### config.mk
export PLATFORM = sky130hd
export DESIGN_NAME = regfile_ctrl
export DESIGN_NICKNAME = d
export VERILOG_FILES = /design/src/rtl/regfile_ctrl_pkg.sv /design/src/rtl/regfile_init_seq.sv /design/src/rtl/regfile_ctrl.sv
export SDC_FILE = /design/constraint.sdc
export NUM_CORES = 1
export LEC_CHECK = 0
export ABC_AREA = 0
export BUFFER_PORTS_ARGS = -buffer_cell sky130_fd_sc_hd__buf_2
export CORE_ASPECT_RATIO = 0.7
export CORE_UTILIZATION = 37
export DETAILED_ROUTE_END_ITERATION = 10
export GPL_TIMING_DRIVEN = 0
export HOLD_SLACK_MARGIN = 0.12
export PLACE_DENSITY = 0.78
export SLEW_MARGIN = 20
export SYNTH_ARGS = -nofsm -noshare
export SYNTH_HDL_FRONTEND = slang
export SYNTH_SLANG_ARGS = --single-unit
### constraint.sdc
create_clock -name i_clk -period 1.9 [get_ports i_clk]
set_clock_uncertainty 0.05 [all_clocks]
set_input_delay 0.285 -clock i_clk [delete_from_list [all_inputs] [get_ports i_clk]]
set_output_delay 0.285 -clock i_clk [all_outputs]
set_load 0.005 [all_outputs]
### src/rtl/regfile_ctrl_pkg.sv
// Shared definitions for the register-file controller.
//   - Default register width and register count.
//   - FSM state encoding (2 bits).
package regfile_ctrl_pkg;

  localparam int REGCTRL_DATA_WIDTH   = 32;
  localparam int REGCTRL_NUM_REGISTER = 32;

  typedef enum logic [1:0] {
    REGCTRL_INIT    = 2'd0,
    REGCTRL_RUN     = 2'd1,
    REGCTRL_DBG     = 2'd2,
    REGCTRL_DBG_ACK = 2'd3
  } regctrl_state_e;

endpackage

### src/rtl/regfile_init_seq.sv
// Post-reset clear sequencer.
// It walks the register addresses 1..NUM_REGISTER-1, one address per cycle.
// Ports:
//   i_clk    clock
//   i_rst_n  synchronous active-low reset; restarts the walk at address 1
//   o_addr   address being cleared this cycle
//   o_last   this cycle clears the final register
//   o_done   walk finished; stays set until reset
module regfile_init_seq #(
  parameter  int NUM_REGISTER = 32,
  localparam int ADDR_W       = $clog2(NUM_REGISTER)
) (
  input  logic              i_clk,
  input  logic              i_rst_n,
  output logic [ADDR_W-1:0] o_addr,
  output logic              o_last,
  output logic              o_done
);

  localparam logic [ADDR_W-1:0] LAST_ADDR = ADDR_W'(NUM_REGISTER - 1);

  logic [ADDR_W-1:0] cnt;
  logic              done;

  // x0 is hardwired, so the walk starts at 1.
  // The counter freezes once the walk completes.
  always_ff @(posedge i_clk) begin
    if (!i_rst_n) begin
      cnt  <= ADDR_W'(1);
      done <= 1'b0;
    end else if (!done) begin
      if (cnt == LAST_ADDR) begin
        done <= 1'b1;
      end else begin
        cnt <= cnt + 1'b1;
      end
    end
  end

  assign o_addr = cnt;
  assign o_last = (cnt == LAST_ADDR) && !done;
  assign o_done = done;

endmodule

### src/rtl/regfile_ctrl.sv
// Register-file controller.
// After reset it clears x1..x(N-1) while stalling the core.
// It then time-shares the register file's write port and rs1 read port
// between the core and a debug requester.
// Ports:
//   i_clk, i_rst_n                       clock, synchronous active-low reset
//   i_core_we/_rd_addr/_rd               core writeback
//   i_core_rs1_addr/_rs2_addr            core read addresses
//   o_core_stall                         core holds PC and drops writeback
//   i_dbg_req/_we/_addr/_wdata           debug access, held until o_dbg_ack
//   o_dbg_ack                            one-cycle completion pulse
//   o_dbg_rdata                          registered read result, valid from ack
//   o_init_done                          clear finished (sticky)
//   o_rf_*                               drive register_file inputs
//   i_rf_rs1                             register_file rs1 read data
module regfile_ctrl
  import regfile_ctrl_pkg::*;
#(
  parameter  int DATA_WIDTH   = REGCTRL_DATA_WIDTH,
  parameter  int NUM_REGISTER = REGCTRL_NUM_REGISTER,
  localparam int ADDR_W       = $clog2(NUM_REGISTER)
) (
  input  logic                  i_clk,
  input  logic                  i_rst_n,
  input  logic                  i_core_we,
  input  logic [ADDR_W-1:0]     i_core_rd_addr,
  input  logic [DATA_WIDTH-1:0] i_core_rd,
  input  logic [ADDR_W-1:0]     i_core_rs1_addr,
  input  logic [ADDR_W-1:0]     i_core_rs2_addr,
  output logic                  o_core_stall,
  input  logic                  i_dbg_req,
  input  logic                  i_dbg_we,
  input  logic [ADDR_W-1:0]     i_dbg_addr,
  input  logic [DATA_WIDTH-1:0] i_dbg_wdata,
  output logic                  o_dbg_ack,
  output logic [DATA_WIDTH-1:0] o_dbg_rdata,
  output logic                  o_init_done,
  output logic                  o_rf_we,
  output logic [ADDR_W-1:0]     o_rf_rd_addr,
  output logic [DATA_WIDTH-1:0] o_rf_rd,
  output logic [ADDR_W-1:0]     o_rf_rs1_addr,
  output logic [ADDR_W-1:0]     o_rf_rs2_addr,
  input  logic [DATA_WIDTH-1:0] i_rf_rs1
);

  regctrl_state_e        state;
  logic [DATA_WIDTH-1:0] dbg_rdata_q;
  logic [ADDR_W-1:0]     seq_addr;
  logic                  seq_last;
  logic                  seq_done;

  regfile_init_seq #(
    .NUM_REGISTER (NUM_REGISTER)
  ) u_init_seq (
    .i_clk   (i_clk),
    .i_rst_n (i_rst_n),
    .o_addr  (seq_addr),
    .o_last  (seq_last),
    .o_done  (seq_done)
  );

  // The sequencer resets together with the FSM.
  // Its last cycle therefore coincides with the INIT -> RUN transition.
  // Reset in DBG simply drops the access, so no ack is ever issued for it.
  always_ff @(posedge i_clk) begin
    if (!i_rst_n) begin
      state       <= REGCTRL_INIT;
      dbg_rdata_q <= '0;
    end else begin
      case (state)
        REGCTRL_INIT: begin
          if (seq_last) state <= REGCTRL_RUN;
        end
        REGCTRL_RUN: begin
          if (i_dbg_req) state <= REGCTRL_DBG;
        end
        REGCTRL_DBG: begin
          // rs1 carries the debug address here.
          // For a write, this captures the value from before the write.
          dbg_rdata_q <= i_rf_rs1;
          state       <= REGCTRL_DBG_ACK;
        end
        REGCTRL_DBG_ACK: begin
          // The request is still held during ack, so it is ignored here.
          // This guarantees the core gets this cycle plus at least one RUN cycle.
          state <= REGCTRL_RUN;
        end
        default: state <= REGCTRL_INIT;
      endcase
    end
  end

  always_comb begin
    o_rf_we       = 1'b0;
    o_rf_rd_addr  = i_core_rd_addr;
    o_rf_rd       = i_core_rd;
    o_rf_rs1_addr = i_core_rs1_addr;
    o_rf_rs2_addr = i_core_rs2_addr;
    o_core_stall  = 1'b0;
    o_dbg_ack     = 1'b0;
    case (state)
      REGCTRL_INIT: begin
        o_rf_we      = 1'b1;
        o_rf_rd_addr = seq_addr;
        o_rf_rd      = '0;
        o_core_stall = 1'b1;
      end
      REGCTRL_RUN: begin
        o_rf_we = i_core_we && (i_core_rd_addr != '0);
      end
      REGCTRL_DBG: begin
        // The core's writeback is dropped; it re-executes after the stall.
        o_core_stall  = 1'b1;
        o_rf_rs1_addr = i_dbg_addr;
        o_rf_rd_addr  = i_dbg_addr;
        o_rf_rd       = i_dbg_wdata;
        o_rf_we       = i_dbg_we && (i_dbg_addr != '0);
      end
      REGCTRL_DBG_ACK: begin
        o_dbg_ack = 1'b1;
        o_rf_we   = i_core_we && (i_core_rd_addr != '0);
      end
      default: ;
    endcase
  end

  assign o_dbg_rdata = dbg_rdata_q;
  assign o_init_done = seq_done;

endmodule

* Yosys cells after proc, flatten, opt, wreduce, memory -nomap -nowiden
Cells that the tools add are included. W data, S select, Z words.
Storage, ports and cells: flip-flop bits (word level) 40, bits of input ports 121
Cells by class: add/subtract/negate cells 1, equality and inequality tests 6, muxes and demuxes 11, bitwise operators 2, reduce and logical (&&, ||, !) cells 11
Operators by type and width (count):
- $pmux W32 S2 | 1
- $pmux W5 S2 | 1
- $reduce_bool A5 Y1 | 2
- $pmux W2 S4 | 1
- $add A5 B1 Y5 const B | 1
- $eq A5 B5 Y1 const B | 1
- $mux W5 | 1
- $eq A2 B2 Y1 const B | 2
- $mux W1 | 4
- $mux W2 | 2
- $ne A2 B2 Y1 const B | 2
- $reduce_and A2 Y1 | 2
- $reduce_or A2 Y1 | 2
- $logic_and A1 B1 Y1 | 3
- $pmux W1 S3 | 1
- $eq A2 B1 Y1 const B | 1
- $logic_not A2 Y1 | 1
- $not A1 Y1 | 2
- $logic_not A1 Y1 | 1

* Depth between registers and ports, before layout
Gate-level depths: netlist of run 1.
depth in word-level cells 4, depth in mapped cells 7, depth with buffers taken out 6

* Modules after synthesis
Synthesis of run 1 repeated with hierarchy kept, for this count alone.
Unflattened totals: cells, all modules 223, area, all modules 2122.0 µm²
By module, submodules not included:
- regfile_ctrl | instances 1, cells an instance 196, area an instance 1846.8 µm², sequential area each 680.7 µm²
- regfile_init_seq | instances 1, cells an instance 27, area an instance 275.3 µm², sequential area each 120.1 µm²

* Worst setup path after synthesis of run 1
Ideal clock, no wire load.
path type reg2out, start point register state[0], end point output o_rf_rd_addr[0], arrival time 1338 ps, required time 1565 ps, slack 227 ps, cell stages (with the launch flop) 8, buffers on the path 3, cells stage by stage dfxtp_1 inv_1 ha_1 buf_2 buf_2 buf_4 a22oi_1 nand2_1
Between the ends: longest elaborated chain between the ends 2
RTL lines:
- start: declaration | line regfile_ctrl.sv:46 | regctrl_state_e state;
- start signal: assignment | line regfile_ctrl.sv:67 | state <= REGCTRL_INIT;
- start signal: assignment | line regfile_ctrl.sv:72 | if (seq_last) state <= REGCTRL_RUN;
- start signal: assignment | line regfile_ctrl.sv:75 | if (i_dbg_req) state <= REGCTRL_DBG;
- $eq A2 B2 Y1 / $logic_not A2 Y1 (equally long branches) | line regfile_ctrl.sv:101 | case (state)
- $pmux W5 S2 * | line regfile_ctrl.sv:101
- end: declaration | line regfile_ctrl.sv:39 | output logic [ADDR_W-1:0] o_rf_rd_addr,
Mark *: on every way between the ends. The rest lies on a longest branch, timed or not.

* Worst setup path in the final report of run 1
start point register state[0], end point output o_rf_rd[25]
Between the ends: longest elaborated chain between the ends 2
RTL lines:
- $eq A2 B2 Y1 / $logic_not A2 Y1 (equally long branches) | line regfile_ctrl.sv:101
- $pmux W32 S2 * | line regfile_ctrl.sv:101
- end: declaration | line regfile_ctrl.sv:40 | output logic [DATA_WIDTH-1:0] o_rf_rd,
Marks and branches as above.

==> impl_metrics.json, run 1 <==
{
  "status": "finished with violations",
  "violations": "setup timing",
  "fin_crit_sh_pct": 109,
  "holdBufCountCts": 0,
  "syn_to_final_growth_pct": 68.6,
  "max_freq_ghz": 0.481,
  "setup_viol": 38,
  "ir_drop_v": 0.000395,
  "critPathKind": "flop to output port",
  "gr-usage-all-layers_pct": 25.1,
  "viasPerCell": 4.83,
  "yosysTopAreaCell": "dfxtp_1",
  "worst-endpoint-arrival_ns": 1.74,
  "hp-class": "input pin to flop",
  "drc": 0,
  "ys_top_cells_by_area": "dfxtp_1 (37%), mux2i_1 (16%), a22o_1 (12%)",
  "cts_tree": "done",
  "tns_ns": -4.57,
  "syn_inst": 226,
  "clock-sinks": 40,
  "synth_cell_types": 28,
  "synth-seq-area-share_pct": 36.6,
  "tightest_slew_ns": 0.369,
  "gp_congestion": 0.859,
  "p_switching_uw": 518,
  "relSlewSlack_pct": 75.4,
  "die_x_microns": 93.9,
  "worstSkewPairLatency_ns": 0.27,
  "ys_warn_count": 0,
  "syn-cell-area_sq_um": 2190,
  "netlist.area_leader.share_pct": 36.6,
  "initial_core_util_pct": 38.4,
  "core.rowCount": 23,
  "placed_area_sq_um": 3270,
  "grt_pass1_wl_microns": 11800,
  "clk_pin_slew_ns": 0.07,
  "required_ns": 1.56,
  "stdcell_area_sq_um": 3690,
  "fin_nets": 578,
  "synth_seq_cells": 40,
  "antenna_found_initial": 0,
  "grt_max_degree": 12,
  "wl_per_cell_microns": 15.1,
  "antenna_left": 0,
  "insertedDiodeCount": 0,
  "cts_max_level": 2,
  "min_period_ns": 2.08,
  "die-area_sq_um": 6230,
  "clockPowerShare_pct": 26.2,
  "p_sw_share_pct": 26.8,
  "postSynthAreaPerCell_sq_um": 9.68,
  "p_seq_share_pct": 45.2,
  "power_density_nw_per_um2": 525,
  "final_max_slew_viol_count": 0,
  "clock_path_buffers": 2,
  "combPwrFrac_pct": 28.6,
  "end_kind": "output port",
  "portBuffers": 198,
  "drive_gt1_share_pct": 58.0,
  "vias": 2535,
  "critPathMaxFanout": 10,
  "setup_slack_ns": -0.178,
  "rsz0062_at_grt": "yes",
  "crit_path_start_kind": "flop",
  "ios": 204,
  "hold_viol": 0,
  "cts_made_buffers": 5,
  "grt_pass1_vias": 2403,
  "cts_root_buffer": "clkbuf_8",
  "maxCapViolations": 0,
  "wirelength_microns": 7940,
  "die_y_microns": 66.3,
  "gr-total-overflow": 0,
  "core_sq_um": 5700,
  "dp_hpwl_microns": 6150,
  "drt_iter0_drc": 63,
  "power.internal_uw": 1420,
  "final_core_util_pct": 64.7,
  "synth_nets": 354,
  "p_leak_uw": 0.00186,
  "first_pass_iters": 4
}
-- worst paths after layout --
path         depth (start not counted)                                 to                         startpoint  slack [ns]
max reg2reg                          6  u_init_seq.o_addr[3]$_SDFFE_PN0P_  u_init_seq.o_addr[0]$_SDFFE_PN1P_        0.12
min                                  3       o_dbg_rdata[21]$_SDFFE_PN0P_                       i_rf_rs1[21]        0.21
max                                  8                        o_rf_rd[25]              state[0]$_SDFFE_PN0P_       -0.18
min reg2reg                          2        o_dbg_rdata[1]$_SDFFE_PN0P_        o_dbg_rdata[1]$_SDFFE_PN0P_        0.46
-- worst max-delay path, cell delays in order, from the launching register on --
cell,delay [ns]
dfxtp_4,0.36
inv_4,0.07
ha_4,0.14
buf_4,0.20
nor2_4,0.06
buf_12,0.14
buf_6,0.12
a22o_1,0.23
buf_2,0.14
-- per-stage QoR --
step / worst slack (ns) / power (uW) / hold WS (ns) / cells
6_report: -0.178 / 1940 / 0.212 / 525
5_1_grt: -0.221 / 2050 / 0.208 / 525
4_1_cts: -0.217 / 1950 / 0.203 / 525
3_5_place_dp: -0.127 / 1350 / 0.444 / 499
3_3_place_gp: -0.0994 / 1340 / 0.434 / 499
2_1_floorplan: 0.227 / 1090 / 0.384 / 226
-- state kept, by name, indices dropped and copies added, names as in the netlist --
name / cells
u_init_seq.o_addr: 5
u_init_seq.o_done: 1
state: 2
o_dbg_rdata: 32
-- per-layer routing --
metal	part of all wire (%)	vias up	GRT usage (%)
li1	-	1240	-
met1	39	1137	30.7
met2	48	138	40.5
met3	10	20	8.62
met4	2.8	0	9.62
met5	0	-	0
-- cell families (layout without fill, tap and decap cells) --
group	Yosys count	in the layout	share of synthesized area (%)
flip-flops	40	40	36.6
multiplexers	40	40	18.6
adder cells (fa/ha/maj)	7	7	4.00
AO/OA/AOI/OAI	45	45	16.4
buffers and inverters	25	249	6.35
XOR/XNOR	2	2	0.801
AND/OR/NAND/NOR	67	67	17.2
-- layout make-up --
cell class | count | area, sq um
clock buffer | 6 | 72.6
timing repair buffer | 218 | 1200
fill | 512 | 2010
sequential | 40 | 806
multi-input combinational | 161 | 1320
buffer | 21 | 176
tap | 75 | 93.8
inverter | 3 | 13.8
clock inverter | 1 | 5.00
-- synth_stat cells --
master	instances
a21boi_0	2
a21oi_1	2
a22o_1	30
a22oi_1	5
and2_1	1
and3_1	1
buf_2	9
buf_4	9
clkbuf_1	4
dfxtp_1	40
ha_1	7
inv_1	3
mux2_2	5
mux2i_1	35
nand2_1	19
nand2b_1	5
nand4_1	1
nor2_1	1
nor2_4	1
nor2b_1	34
nor3_1	1
nor3b_1	1
o21ai_0	4
o21ai_1	1
o221ai_1	1
or4_1	2
xnor2_1	1
xor2_1	1
-- layout by cell type (no fill, tap or decap), drive strengths merged --
cell type	synthesis	routed
a21boi	2	2
a21oi	2	2
a22o	30	30
a22oi	5	5
and2	1	1
and3	1	1
buf	18	235
clkbuf	4	10
clkinv	0	1
dfxtp	40	40
ha	7	7
inv	3	3
mux2	5	5
mux2i	35	35
nand2	19	19
nand2b	5	5
nand4	1	1
nor2	2	2
nor2b	34	34
nor3	1	1
nor3b	1	1
o21ai	5	5
o221ai	1	1
or4	2	2
xnor2	1	1
xor2	1	1
-- power groups by stage --
stage / Combinational, uW / Sequential, uW / Clock, uW
5_1_grt: 595 / 877 / 575
3_3_place_gp: 447 / 892 / 0
4_1_cts: 540 / 874 / 539
6_report: 554 / 875 / 508
3_5_place_dp: 454 / 892 / 0
2_1_floorplan: 197 / 890 / 0
-- timing repair --
action	4_1_cts	5_1_grt
pin swaps	10	3
cloned	8	0
gates resized for setup	53	3
setup endpoints to repair	44	44
buffers inserted	11	1
(Power assumes the default switching activity.)
==> run 2: changes to the inputs <==
Settings changed: ABC_AREA 0 to 1, CORE_UTILIZATION 37 to 36, PLACE_DENSITY 0.78 to 0.77.
==> impl_metrics.json, run 2 <==
{
  "p_switching_uw": 1650,
  "fin_crit_sh_pct": 101,
  "ys.flop_type": "dfxtp_1",
  "tightest_slew_ns": 0.399,
  "antenna_left": 0,
  "relSlewSlack_pct": 73.3,
  "critPathKind": "flop to output port",
  "final_max_slew_viol_count": 0,
  "postSynthAreaPerCell_sq_um": 7.31,
  "die_y_microns": 65.9,
  "combPwrFrac_pct": 55.9,
  "clockPowerShare_pct": 15.4,
  "final_common_cell": "buf_2",
  "worst-endpoint-arrival_ns": 1.58,
  "rr_endpoint": "u_init_seq.o_addr[2]$_SDFFE_PN0P_",
  "whs_ns": 0.164,
  "hp-class": "input pin to flop",
  "critPathMaxFanout": 5,
  "rr_worst_depth": 8,
  "syn-cell-area_sq_um": 2100,
  "cts_root_buffer": "clkbuf_8",
  "max_freq_ghz": 0.523,
  "viasPerCell": 4.73,
  "fin_nets": 623,
  "initial_core_util_pct": 38.7,
  "synth_nets": 415,
  "die_x_microns": 93.3,
  "maxCapViolations": 0,
  "synth-seq-area-share_pct": 38.2,
  "drive_gt1_share_pct": 48.0,
  "gp_congestion": 0.826,
  "core.rowCount": 22,
  "syn_to_final_growth_pct": 59.9,
  "insertedDiodeCount": 0,
  "die-area_sq_um": 6140,
  "ys_top_cells_by_area": "dfxtp_1 (38%), nor2_1 (14%), a22o_1 (13%)",
  "tns_ns": -0.0327,
  "gr-total-overflow": 0,
  "worstSkewPairLatency_ns": 0.29,
  "fin_cells": 568,
  "p_leak_uw": 0.00196,
  "netlist.area_leader.share_pct": 38.2,
  "timing.rr.start": "u_init_seq.o_addr[1]$_SDFFE_PN0P_",
  "clk_pin_slew_ns": 0.08,
  "first_pass_iters": 4,
  "antenna_found_initial": 0,
  "power_density_nw_per_um2": 1310,
  "vias": 2685,
  "hp-start": "i_rf_rs1[29]",
  "cts_max_level": 2,
  "end_kind": "output port",
  "cts_tree": "done",
  "synth_common_cells": "nor2_1 (80), dfxtp_1 (40), nand2_1 (36), o21ai_0 (34), a22o_1 (32)",
  "grt_pass1_vias": 2355,
  "largest_reg_flops": 32,
  "clock_path_buffers": 2,
  "ys_warn_count": 0,
  "hold-path-endpoint": "o_dbg_rdata[29]$_SDFFE_PN0P_",
  "setup_viol": 4,
  "core_sq_um": 5420,
  "hold_viol": 0,
  "grt_max_degree": 20,
  "yosysTopAreaCell": "dfxtp_1",
  "required_ns": 1.56,
  "r2r_slack_ns": 0.28,
  "dpl.cell_count": 556,
  "grt_pass1_wl_microns": 10500,
  "min_period_ns": 1.91,
  "p_seq_share_pct": 28.6,
  "setup_slack_ns": -0.0129,
  "clock-sinks": 40,
  "crit_path_start_kind": "flop",
  "synth_most_common_cell": "nor2_1",
  "synth_cell_types": 19,
  "wirelength_microns": 7010,
  "violations": "setup timing",
  "synth_seq_cells": 40,
  "gr-usage-all-layers_pct": 21.5,
  "portBuffers": 197,
  "drc": 0,
  "wl_per_cell_microns": 12.3,
  "ir_drop_v": 0.000547,
  "drt_iter0_drc": 105,
  "status": "finished with violations",
  "syn_inst": 287,
  "layout_common_cells": "buf_2 (207), nor2_1 (80), dfxtp_1 (38), nand2_1 (34), o21ai_0 (34)",
  "power.internal_uw": 2730,
  "synth_edf_count": 0,
  "hold_path_depth": 3,
  "async_reset_ff_share_pct": 0,
  "dp_hpwl_microns": 5520,
  "rsz0062_at_grt": "yes",
  "ios": 204,
  "cts_made_buffers": 5,
  "post-place-ws_ns": 0.0374,
  "p_sw_share_pct": 37.7
}
run 2: layer usage:
| layer | part of all wire, % | GRT usage (%) |
|---|---|---|
| met4 | 1.2 | 5.77 |
| met5 | 0 | 0 |
| met3 | 7.3 | 4.37 |
| met2 | 46 | 35.7 |
| met1 | 45 | 28.6 |
run 2: how the worst max path moves through the flow:
stage / startpoint / to / cells after the start
floorplan: state[0]$_SDFFE_PN0P_ / o_rf_rd[21] / 7
global placement: state[0]$_SDFFE_PN0P_ / o_rf_rd_addr[3] / 9
detailed placement: state[0]$_SDFFE_PN0P_ / o_rf_rs1_addr[3] / 8
CTS: state[0]$_SDFFE_PN0P_ / o_rf_rd_addr[3] / 9
global route: state[0]$_SDFFE_PN0P_ / o_rf_rd_addr[2] / 9
finish: state[0]$_SDFFE_PN0P_ / o_rf_rd_addr[2] / 9
run 2: cell type report:
type                    count  area (sq um)
flip-flops and latches     40           806
well taps                  72          90.1
clock inverters             2          35.0
repair buffers            202          1020
fillers                   507          2070
clock buffers               6          72.6
multi-input cells         208          1120
inverters                  15          58.8
plain buffers              23           148
run 2: power groups by stage:
stage,clock [uW],sequential (uW),combinational (uW)
after CTS,690,1250,2460
after global routing,735,1290,2740
after global placement,0,1250,2260
after floorplan,0,1280,1260
final,675,1250,2450
after detailed placement,0,1260,2300
run 2: repair_timing:
action                                  in CTS  in global routing
buffers inserted                             3                  0
endpoints found under the setup margin      44                 43
hold buffers                                 0                  0
cloned                                       2                  0
pin swaps                                    2                  0
gates resized for setup                     14                  1
run 2: cells by family after synthesis:
| kind of cell | share of synthesized area, % |
|---|---|
| AO/OA/AOI/OAI | 23.9 |
| adder cells (fa/ha/maj) | 4.17 |
| buffers and inverters | 9.90 |
| flip-flops | 38.2 |
| AND/OR/NAND/NOR | 23.9 |
run 2: through the flow:
step | total power, uW | cell area [sq um] | util, %
2_1_floorplan | 2540 | 2100 | -
3_3_place_gp | 3500 | 3170 | 58.5
3_5_place_dp | 3560 | 3170 | 58.5
4_1_cts | 4400 | 3350 | 61.8
5_1_grt | 4760 | 3350 | 61.9
6_report | 4380 | 3350 | 61.9
run 2: critical path, stage by stage (launching register included):
cell and delay, ns:
dfxtp_2 0.36, inv_4 0.05, ha_4 0.16, buf_6 0.13, nor2_4 0.08, buf_6 0.13
buf_6 0.12, nand2_1 0.05, o211ai_1 0.08, buf_2 0.14
